File: src/rtl/seg7_pkg.sv
// Shared types and constants for the multiplexed seven-segment scan driver.
package seg7_pkg;

  typedef enum logic [1:0] {
    OFF   = 2'd0,
    LOAD  = 2'd1,
    BLANK = 2'd2,
    SHOW  = 2'd3
  } state_e;

  // All segments dark (active-low).
  localparam logic [6:0] SEG_OFF = 7'h7F;

  // Active-low {g,f,e,d,c,b,a} patterns; index 15 is leftmost.
  localparam logic [15:0][6:0] SEG_TABLE = {
    7'h0E, 7'h06, 7'h21, 7'h46,   // F E d C
    7'h03, 7'h08, 7'h10, 7'h00,   // b A 9 8
    7'h78, 7'h02, 7'h12, 7'h19,   // 7 6 5 4
    7'h30, 7'h24, 7'h79, 7'h40    // 3 2 1 0
  };

  function automatic logic [6:0] hex_to_seg(input logic [3:0] code);
    return SEG_TABLE[code];
  endfunction

endpackage

File: src/rtl/seg7_scan_mux_hex_decode.sv
// Purely combinational hex-to-seven-segment decoder (active-low outputs).
module seg7_hex_decode
  import seg7_pkg::*;
(
  input  logic [3:0] code,
  output logic [6:0] seg_n
);

  // Table lookup of the segment pattern for one hex digit.
  always_comb begin
    seg_n = hex_to_seg(code);
  end

endmodule

File: src/rtl/seg7_scan_mux.sv
// Multiplexed seven-segment display driver: scans NUM_DIGITS common-anode
// digits with blanking gaps, showing one of NUM_SRC sources snapshotted per frame.
module seg7_scan_mux
  import seg7_pkg::*;
#(
  parameter int NUM_DIGITS   = 4,
  parameter int NUM_SRC      = 2,
  parameter int PRESCALE     = 50000,
  parameter int BLANK_CYCLES = 500,
  parameter int SELW         = (NUM_SRC > 1) ? $clog2(NUM_SRC) : 1
) (
  input  logic                          clk,
  input  logic                          rst_n,
  input  logic                          en,
  input  logic [NUM_SRC*NUM_DIGITS*4-1:0] src_data,
  input  logic [SELW-1:0]               src_sel,
  output logic [NUM_DIGITS-1:0]         dig_n,
  output logic [6:0]                    seg_n,
  output logic                          frame_start
);

  localparam int CNT_MAX = (PRESCALE > BLANK_CYCLES) ? PRESCALE : BLANK_CYCLES;
  localparam int CNTW    = $clog2(CNT_MAX + 1);
  localparam int IDXW    = (NUM_DIGITS > 1) ? $clog2(NUM_DIGITS) : 1;
  localparam int BUFW    = NUM_DIGITS * 4;
  localparam bit HAS_BLANK = (BLANK_CYCLES > 0);

  localparam logic [CNTW-1:0] CNT_ONE    = CNTW'(1);
  localparam logic [CNTW-1:0] SHOW_LAST  = CNTW'(PRESCALE - 1);
  localparam logic [CNTW-1:0] BLANK_LAST = CNTW'((BLANK_CYCLES > 0) ? BLANK_CYCLES - 1 : 0);
  localparam logic [IDXW-1:0] IDX_ONE    = IDXW'(1);
  localparam logic [IDXW-1:0] IDX_LAST   = IDXW'(NUM_DIGITS - 1);

  // Control and frame registers.
  state_e            state_q, state_d;
  logic              started_q, started_d;
  logic [IDXW-1:0]   idx_q, idx_d;
  logic [CNTW-1:0]   cnt_q, cnt_d;
  logic [BUFW-1:0]   buf_q, buf_d;
  logic [SELW-1:0]   sel_q, sel_d;

  // Registered outputs.
  logic [NUM_DIGITS-1:0] dig_n_q, dig_n_d;
  logic [6:0]            seg_n_q, seg_n_d;
  logic                  frame_start_q, frame_start_d;

  // Decode path helpers.
  logic [SELW-1:0] sel_in;
  logic [BUFW-1:0] src_frame;
  logic [3:0]      digit_code;
  logic [6:0]      digit_seg;

  // Out-of-range select values fall back to source 0.
  always_comb begin
    sel_in = (32'(src_sel) < 32'(NUM_SRC)) ? src_sel : '0;
  end

  // Gather the selected source's digit codes into one frame-wide word.
  always_comb begin
    src_frame = '0;
    for (int s = 0; s < NUM_SRC; s++) begin
      if (sel_in == SELW'(s)) begin
        for (int d = 0; d < NUM_DIGITS; d++) begin
          src_frame[d*4 +: 4] = src_data[(s*NUM_DIGITS + d)*4 +: 4];
        end
      end
    end
  end

  // Next-state logic: LOAD snapshots, BLANK darkens, SHOW lights one digit.
  always_comb begin
    state_d   = state_q;
    started_d = 1'b1;
    idx_d     = idx_q;
    cnt_d     = cnt_q;
    buf_d     = buf_q;
    sel_d     = sel_q;
    unique case (state_q)
      LOAD: begin
        // The first clock after reset makes the LOAD cycle visible before acting on it.
        if (started_q) begin
          sel_d   = sel_in;
          buf_d   = src_frame;
          idx_d   = '0;
          cnt_d   = '0;
          state_d = HAS_BLANK ? BLANK : SHOW;
        end
      end
      BLANK: begin
        if (cnt_q == BLANK_LAST) begin
          cnt_d   = '0;
          state_d = SHOW;
        end else begin
          cnt_d = cnt_q + CNT_ONE;
        end
      end
      SHOW: begin
        if (cnt_q == SHOW_LAST) begin
          cnt_d = '0;
          if (idx_q != IDX_LAST) begin
            idx_d   = idx_q + IDX_ONE;
            state_d = HAS_BLANK ? BLANK : SHOW;
          end else if (en) begin
            state_d = LOAD;
          end else begin
            state_d = OFF;
          end
        end else begin
          cnt_d = cnt_q + CNT_ONE;
        end
      end
      OFF: begin
        if (en) begin
          state_d = LOAD;
        end
      end
      default: state_d = LOAD;
    endcase
  end

  // Pick the digit code that will be lit in the next cycle.
  always_comb begin
    digit_code = '0;
    for (int d = 0; d < NUM_DIGITS; d++) begin
      if (idx_d == IDXW'(d)) begin
        digit_code = buf_d[d*4 +: 4];
      end
    end
  end

  seg7_hex_decode u_hex_decode (
    .code  (digit_code),
    .seg_n (digit_seg)
  );

  // Output values for the next cycle, so registered outputs track the state they belong to.
  always_comb begin
    dig_n_d       = '1;
    seg_n_d       = SEG_OFF;
    frame_start_d = (state_d == LOAD);
    if (state_d == SHOW) begin
      seg_n_d = digit_seg;
      for (int d = 0; d < NUM_DIGITS; d++) begin
        if (idx_d == IDXW'(d)) begin
          dig_n_d[d] = 1'b0;
        end
      end
    end
  end

  // State and output registers; reset blanks the display immediately.
  always_ff @(posedge clk or negedge rst_n) begin
    if (!rst_n) begin
      state_q       <= LOAD;
      started_q     <= 1'b0;
      idx_q         <= '0;
      cnt_q         <= '0;
      buf_q         <= '0;
      sel_q         <= '0;
      dig_n_q       <= '1;
      seg_n_q       <= SEG_OFF;
      frame_start_q <= 1'b0;
    end else begin
      state_q       <= state_d;
      started_q     <= started_d;
      idx_q         <= idx_d;
      cnt_q         <= cnt_d;
      buf_q         <= buf_d;
      sel_q         <= sel_d;
      dig_n_q       <= dig_n_d;
      seg_n_q       <= seg_n_d;
      frame_start_q <= frame_start_d;
    end
  end

  assign dig_n       = dig_n_q;
  assign seg_n       = seg_n_q;
  assign frame_start = frame_start_q;

endmodule

File: config.mk
export PLATFORM = sky130hd
export DESIGN_NAME = seg7_scan_mux
export DESIGN_NICKNAME = d
export VERILOG_FILES = /design/src/rtl/seg7_pkg.sv /design/src/rtl/seg7_scan_mux_hex_decode.sv /design/src/rtl/seg7_scan_mux.sv
export SDC_FILE = /design/constraint.sdc
export NUM_CORES = 1
export LEC_CHECK = 0
export CORE_MARGIN = 2
export CORE_UTILIZATION = 30
export CTS_BUF_LIST = sky130_fd_sc_hd__clkbuf_4
export CTS_CLUSTER_SIZE = 40
export DETAILED_ROUTE_END_ITERATION = 16
export PLACE_DENSITY_LB_ADDON = 0.12
export SLEW_MARGIN = 40
export SYNTH_ARGS = -nofsm -noshare
export SYNTH_HDL_FRONTEND = slang
export SYNTH_SLANG_ARGS = --single-unit
File: constraint.sdc
create_clock -name clk -period 8 [get_ports clk]
set_clock_uncertainty 0.15 [all_clocks]
set_input_delay 2 -clock clk [delete_from_list [all_inputs] [get_ports clk]]
set_output_delay 2 -clock clk [all_outputs]
set_load 0.03 [all_outputs]
# Word level (Yosys, flattened, before mapping)
# Memories as Yosys holds them, arrays and structs flattened.
# Cells that the tools add are included.
# op_classes
addsub	2
n_lt_le_gt_ge	1
n_eq_ne	12
muxes	29
n_reduce_logical	4
# op_table
cell	count
$mux 16	6
$pmux 16 s3	1
$mux 4	5
$add 16x1->16 const B	1
$eq 16x16->1 const B	1
$eq 16x9->1 const B	1
$mux 2	8
$mux 7	2
$eq 2x2->1 const B	5
$pmux 2 s4	1
$eq 2x1->1 const B	3
$lt 4x5->1 const B	1
$mux 1	5
$logic_not 2->1	2
$ne 2x2->1 const B	2
$pmux 2 s2	1
$reduce_bool 3->1	1
$add 2x1->2 const B	1
$reduce_and 2->1	1
# totals
regBits	49
rom_bits	112
in_bits	36
out_inout_bits	12
elab_cells	57
memories	1
# memory_table
memory	depth	word_bits	read_ports	rd_ports_with_merged_regs	wr	line_no	source
(name not given)	16	7	1	0	0	seg7_pkg.sv:23	return SEG_TABLE[code];

# Longest topological paths before layout
# logic_depth
depth_word	12
ltp_mapped	13
ltp_nobuf	13

# By module
# A second synthesis with hierarchy kept.
# unflattened
cells_unflattened	271
hier_area_um2	2740.1
# modules_own_cells
module	n_inst	cells_per_inst	area_per_inst_um2	seq_area_each_um2
seg7_scan_mux	1	236	2468.6	1241.2
seg7_hex_decode	1	35	271.5	0.0

# Least setup slack after synthesis
# No wires, ideal clock.
# synth_path
path_kind	input to register
startpoint	input src_sel
endpoint	register seg_n_q[4], in the netlist seg_n[4]
setup_time_ps	80
arrival_time_ps	4209
required_time_ps	7770
path_slack_ps	3561
path_stages	10
n_path_buf	2
cell_sequence	clkbuf_1 -> buf_2 -> mux2i_1 -> o21ai_0 -> mux2_2 -> mux2i_1 -> inv_1 -> ha_1 -> mux2_2 -> o221ai_2
# synth_via
word_cells_on_any_way	10
classes_between	mux: 9; memory: 1
# synth_lines
item	line_no	source
start, declared	seg7_scan_mux.sv:16	input logic [SELW-1:0] src_sel,
$mux 16	seg7_scan_mux.sv:62	if (sel_in == SELW'(s)) begin
$mux 16	seg7_scan_mux.sv:81	if (started_q) begin
$mux 16	seg7_scan_mux.sv:78	unique case (state_q)
net buf_d[13]	seg7_scan_mux.sv:39	logic [BUFW-1:0] buf_q, buf_d;
$mux 4	seg7_scan_mux.sv:125	if (idx_d == IDXW'(d)) begin
$mem_v2 16x7	--	
$mux 7 (not written as such)	seg7_pkg.sv:23	
$mux 7	seg7_scan_mux.sv:141	if (state_d == SHOW) begin
net seg_n_d[4]	seg7_scan_mux.sv:44	logic [6:0] seg_n_q, seg_n_d;
end signal, assigned	seg7_scan_mux.sv:171	seg_n_q <= seg_n_d;
end, declared	seg7_scan_mux.sv:44	
# The timed path passes the listed nets, and every way through them passes these cells. The select of a mux whose other input is x is not followed.
# A chain may end at the register's enable or synchronous reset.

# Worst setup path after layout
# layout_path
startpoint	input src_sel
endpoint	register seg_n_q[4], in the netlist seg_n[4]
# layout_via
word_cells_on_any_way	10
classes_between	mux: 9; memory: 1
# layout_lines
item	line_no
$mux 16	seg7_scan_mux.sv:62
$mux 16	seg7_scan_mux.sv:81
$mux 16	seg7_scan_mux.sv:78
net buf_d[5]	seg7_scan_mux.sv:39
$mux 4 (3 in series)	seg7_scan_mux.sv:125
$mem_v2 16x7	--
$mux 7 (not written as such)	seg7_pkg.sv:23
$mux 7	seg7_scan_mux.sv:141
net seg_n_d[4]	seg7_scan_mux.sv:44
# The timed path passes the listed nets, and every way through them passes these cells. The select of a mux whose other input is x is not followed.

==> impl_metrics.py <==
metrics = {
    "sta": {
        "finalWorstPathRequiredPeriod_ns": 4.21,
        "maxSlewHeadroom_pct": 56.4,
        "final-max-slew-violation-count": 0,
        "max_clock_freq_mhz": 238,
        "finalSetupViolCount": 0,
        "tightest_slew_ns": 0.649,
        "final_hold_viol_count": 0,
        "rsz0062_at_grt": "false",
        "final.period_utilization_pct": 52.6,
        "final_tns_setup_ns": 0,
    },
    "die": {
        "initial_util_pct": 31.1,
        "die_area_um2": 9880,
        "coreArea_um2": 8760,
        "io_pins": 48,
        "die_y_um": 99.4,
        "placementRows": 34,
        "fp.dieW_um": 99.4,
    },
    "logic_synthesis": {
        "yosys.area.top_type": "sky130_fd_sc_hd__dfrtp_1",
        "asyncSetResetFlopFracSynth_pct": 100,
        "yosys.area.top_type_share_pct": 33.9,
        "syn_nets": 323,
        "count_of_flip_flops_with_a_built_in_enable_after_synthesis": 0,
        "yosys_register_bits": 49,
        "yosysSeqAreaShare_pct": 45.5,
        "netlist-cell-type-count": 57,
        "yosys_warnings": 0,
        "cell_types_occupying_the_most_area_after_synthesis": "sky130_fd_sc_hd__dfrtp_1 (34%), sky130_fd_sc_hd__dfstp_2 (12%), sky130_fd_sc_hd__mux2i_1 (7.3%)",
        "synth_area_per_cell_um2": 9.75,
        "postSynthCellCount": 280,
        "synthesis.area_um2": 2730,
        "synth-main-ff-cell": "sky130_fd_sc_hd__dfrtp_1",
    },
    "critical_path": {
        "crit-reg2reg-capture": "seg_n[4]",
        "worst-r2r-cell-count": 10,
        "slowest_delay_ns": 0.49,
        "path_delay_family": "multiplexers",
        "critPathLaunchType": "input pin",
        "timing.critical_path.cells": "buf_2 > mux2i_1 > o21ai_0 > mux2_2 > mux2i_1 > inv_1 > ha_1 > mux2_2 > o221ai_2",
        "critical_path.slowest_cell": "sky130_fd_sc_hd__mux2i_1",
        "cp_max_fo": 16,
        "critical_path.endpoint_type": "flop",
        "cp.buffers_inverters": 2,
        "crit_type": "in2reg",
        "r2r_start": "cnt_q[10]",
        "worst-endpoint-required_ns": 8.17,
        "regToRegSetupSlack_ns": 4.07,
        "worst-endpoint-arrival_ns": 4.38,
    },
    "global_routing": {
        "global_route_wire_length_before_repair_mm": 10.3,
        "globalRouteTotalUtil_pct": 13.0,
        "antenna_found_initial": 0,
        "grt_start_max_net_pins": 50,
        "vias_in_the_first_global_route": 2098,
        "grt-ovfl-total": 0,
    },
    "placed_design": {
        "portBuffers": 47,
        "place.gp.congestion": 0.811,
        "post_place_instance_area_um2": 3310,
        "place_inst": 428,
        "post-dp-hpwl_mm": 4.42,
    },
    "run": {
        "max_cap_viol_count": 0,
    },
    "clock_network": {
        "cts.hold.buffers_added": 0,
        "cts_root_buf": "sky130_fd_sc_hd__clkbuf_4",
        "cts_tree": "built",
        "post-cts-setup-buffers": 0,
        "cts_buffers": 5,
        "clk_pin_slew_ns": 0.16,
        "worstSkewPairLatency_ns": 0.37,
        "clock-sinks": 49,
        "cts.htree.levels": 2,
        "cts_repair_resize_count": 0,
        "cts_max_path_buffers": 2,
    },
    "power_and_ir_drop": {
        "power_density_nw_per_um2": 245,
        "worst_ir_drop_vdd_mv": 0.0799,
        "power.static_leakage_nw": 1.46,
    },
    "worst_hold_path": {
        "worstHoldPathType": "reg2reg",
        "timing.hold.worst_endpoint": "buf_q[11]",
        "holdPathStages": 2,
        "worst_hold_startpoint": "buf_q[11]",
    },
    "final_layout": {
        "finish.cell_count_without_fillers": 436,
        "n_antenna_cell": 0,
        "ff_latch_area_um2": 1240,
        "finish.instance_area_um2": 3390,
        "fraction_of_final_layout_cells_with_drive_strength_greater_than_1_pct": 13.4,
        "multi_input_area_um2": 1420,
        "nNetsFinal": 370,
        "fillCellCount": 879,
        "areaGrowthSynthToFinish_pct": 24.3,
    },
    "route": {
        "initialDrtViolationCount": 162,
        "vias_per_cell": 5.00,
        "vias": 2179,
        "route.detailed.drc": 0,
        "antenna_left": 0,
        "drt-wirelength-per-cell_um": 13.8,
        "routed_wirelength_mm": 6.04,
        "drt_first_pass_iters": 4,
    },
    "status": {
        "run_status": "complete, no violations",
    },
}
==> worst max-delay path by stage <==
stage	depth (start not counted)	startpoint	slack, ns	endpoint
floorplan	10	src_sel	3.56	seg_n[4]
global placement	9	src_sel	2.74	seg_n[4]
detailed placement	9	src_sel	3.43	seg_n[4]
CTS	9	src_sel	3.83	seg_n[4]
global route	9	src_sel	3.63	seg_n[4]
finish	9	src_sel	3.79	seg_n[4]
==> registers in the layout, indices dropped and copies added (netlist names) <==
name         flops
buf_q           16
cnt_q           16
dig_n            4
frame_start      1
idx_q            2
seg_n            7
started_q        1
state_q          2
==> through the flow <==
stage	hold WS [ns]	power, mW	setup slack, ns	util, %
4_1_cts	0.348	0.842	3.83	38.7
6_report	0.339	0.831	3.79	38.7
3_5_place_dp	0.309	0.683	3.43	37.7
2_1_floorplan	0.286	0.577	3.56	-
5_1_grt	0.382	0.894	3.63	38.7
3_3_place_gp	0.302	0.678	2.74	37.8
==> placed cells by master, fill, tap and decap left out, drive strengths merged, types with 2 or more instances in the layout <==
cell	synthesis	layout
clkdlybuf4s50	0	45
dfrtp	37	37
nand2	36	36
o21ai	33	33
mux2i	20	20
nor2	18	18
nand3	16	16
dfstp	12	12
inv	7	9
ha	7	7
a21oi	6	6
a31oi	6	6
nand4	5	5
o31ai	5	5
clkbuf	6	5
buf	4	5
and3	4	4
mux2	4	4
or2	4	4
or4	3	3
a2bb2oi	3	3
nor2b	3	3
nand2b	3	3
or3	3	3
xnor2	3	3
xor2	3	3
a31o	3	3
and2	3	3
o221ai	3	3
a21o	2	2
o2bb2ai	2	2
a21boi	2	2
or4b	2	2
nor4	2	2
a211o	2	2
==> cells by family (layout without fill, tap and decap cells) <==
| family | count (synthesis) | count (layout) | synth area share [%] |
|---|---|---|---|
| and+or+nand+nor | 107 | 107 | 21.4 |
| AOI/OAI and AO/OA | 69 | 69 | 16.3 |
| DFF | 49 | 49 | 45.5 |
| muxes | 24 | 24 | 9.12 |
| buffers and inverters | 17 | 65 | 2.48 |
| adders and majority gates | 7 | 7 | 3.21 |
| xor gates and xnor gates | 6 | 6 | 1.93 |
| other | 1 | 1 | 0.137 |
==> where the power goes <==
part           total (mW)  switching [mW]  internal, mW
Combinational       0.303           0.165         0.138
Clock               0.157          0.0884        0.0682
Sequential          0.372          0.0421         0.330
==> Yosys cell counts, types with 3 or more instances <==
cell type                    n
sky130_fd_sc_hd__mux2i_1    20
sky130_fd_sc_hd__nor2_1     17
sky130_fd_sc_hd__dfrtp_1    37
sky130_fd_sc_hd__xnor2_1     3
sky130_fd_sc_hd__nor2b_1     3
sky130_fd_sc_hd__dfstp_2    12
sky130_fd_sc_hd__xor2_1      3
sky130_fd_sc_hd__a2bb2oi_1   3
sky130_fd_sc_hd__nand3_1    14
sky130_fd_sc_hd__mux2_2      3
sky130_fd_sc_hd__inv_1       6
sky130_fd_sc_hd__a31oi_1     5
sky130_fd_sc_hd__or3_1       3
sky130_fd_sc_hd__o31ai_1     5
sky130_fd_sc_hd__ha_1        7
sky130_fd_sc_hd__or2_2       3
sky130_fd_sc_hd__buf_2       3
sky130_fd_sc_hd__nand2_1    35
sky130_fd_sc_hd__or4_1       3
sky130_fd_sc_hd__nand4_1     5
sky130_fd_sc_hd__nand2b_1    3
sky130_fd_sc_hd__and3_1      4
sky130_fd_sc_hd__clkbuf_1    6
sky130_fd_sc_hd__a21oi_1     6
sky130_fd_sc_hd__o21ai_0    33
==> per-layer routing <==
metal	global-route usage [%]	vias up	share of wire, %	routed length [um]
met1	19.2	1018	51	3060
met4	4.53	0	1.5	92
met2	18.5	48	44	2630
li1	-	1104	-	-
met3	2.88	9	4.2	253
met5	0	-	0	0
==> worst min-delay path: cells and delay by family, from the launching register on <==
kind	cells	cell delay (ns)
buffers and inverters	1	0.05
DFF	1	0.35
AOI/OAI and AO/OA	1	0.07
==> cell type report <==
class                           count  share of cell area (%)
Clock buffer                        5                    1.11
Clock inverter                      3                    1.40
Inverter                            7                   0.775
Multi-Input combinational cell    214                    41.9
Sequential cell                    49                    36.6
Tap cell                          108                    3.99
Timing Repair Buffer               50                    14.2
(Power assumes the default switching activity.)
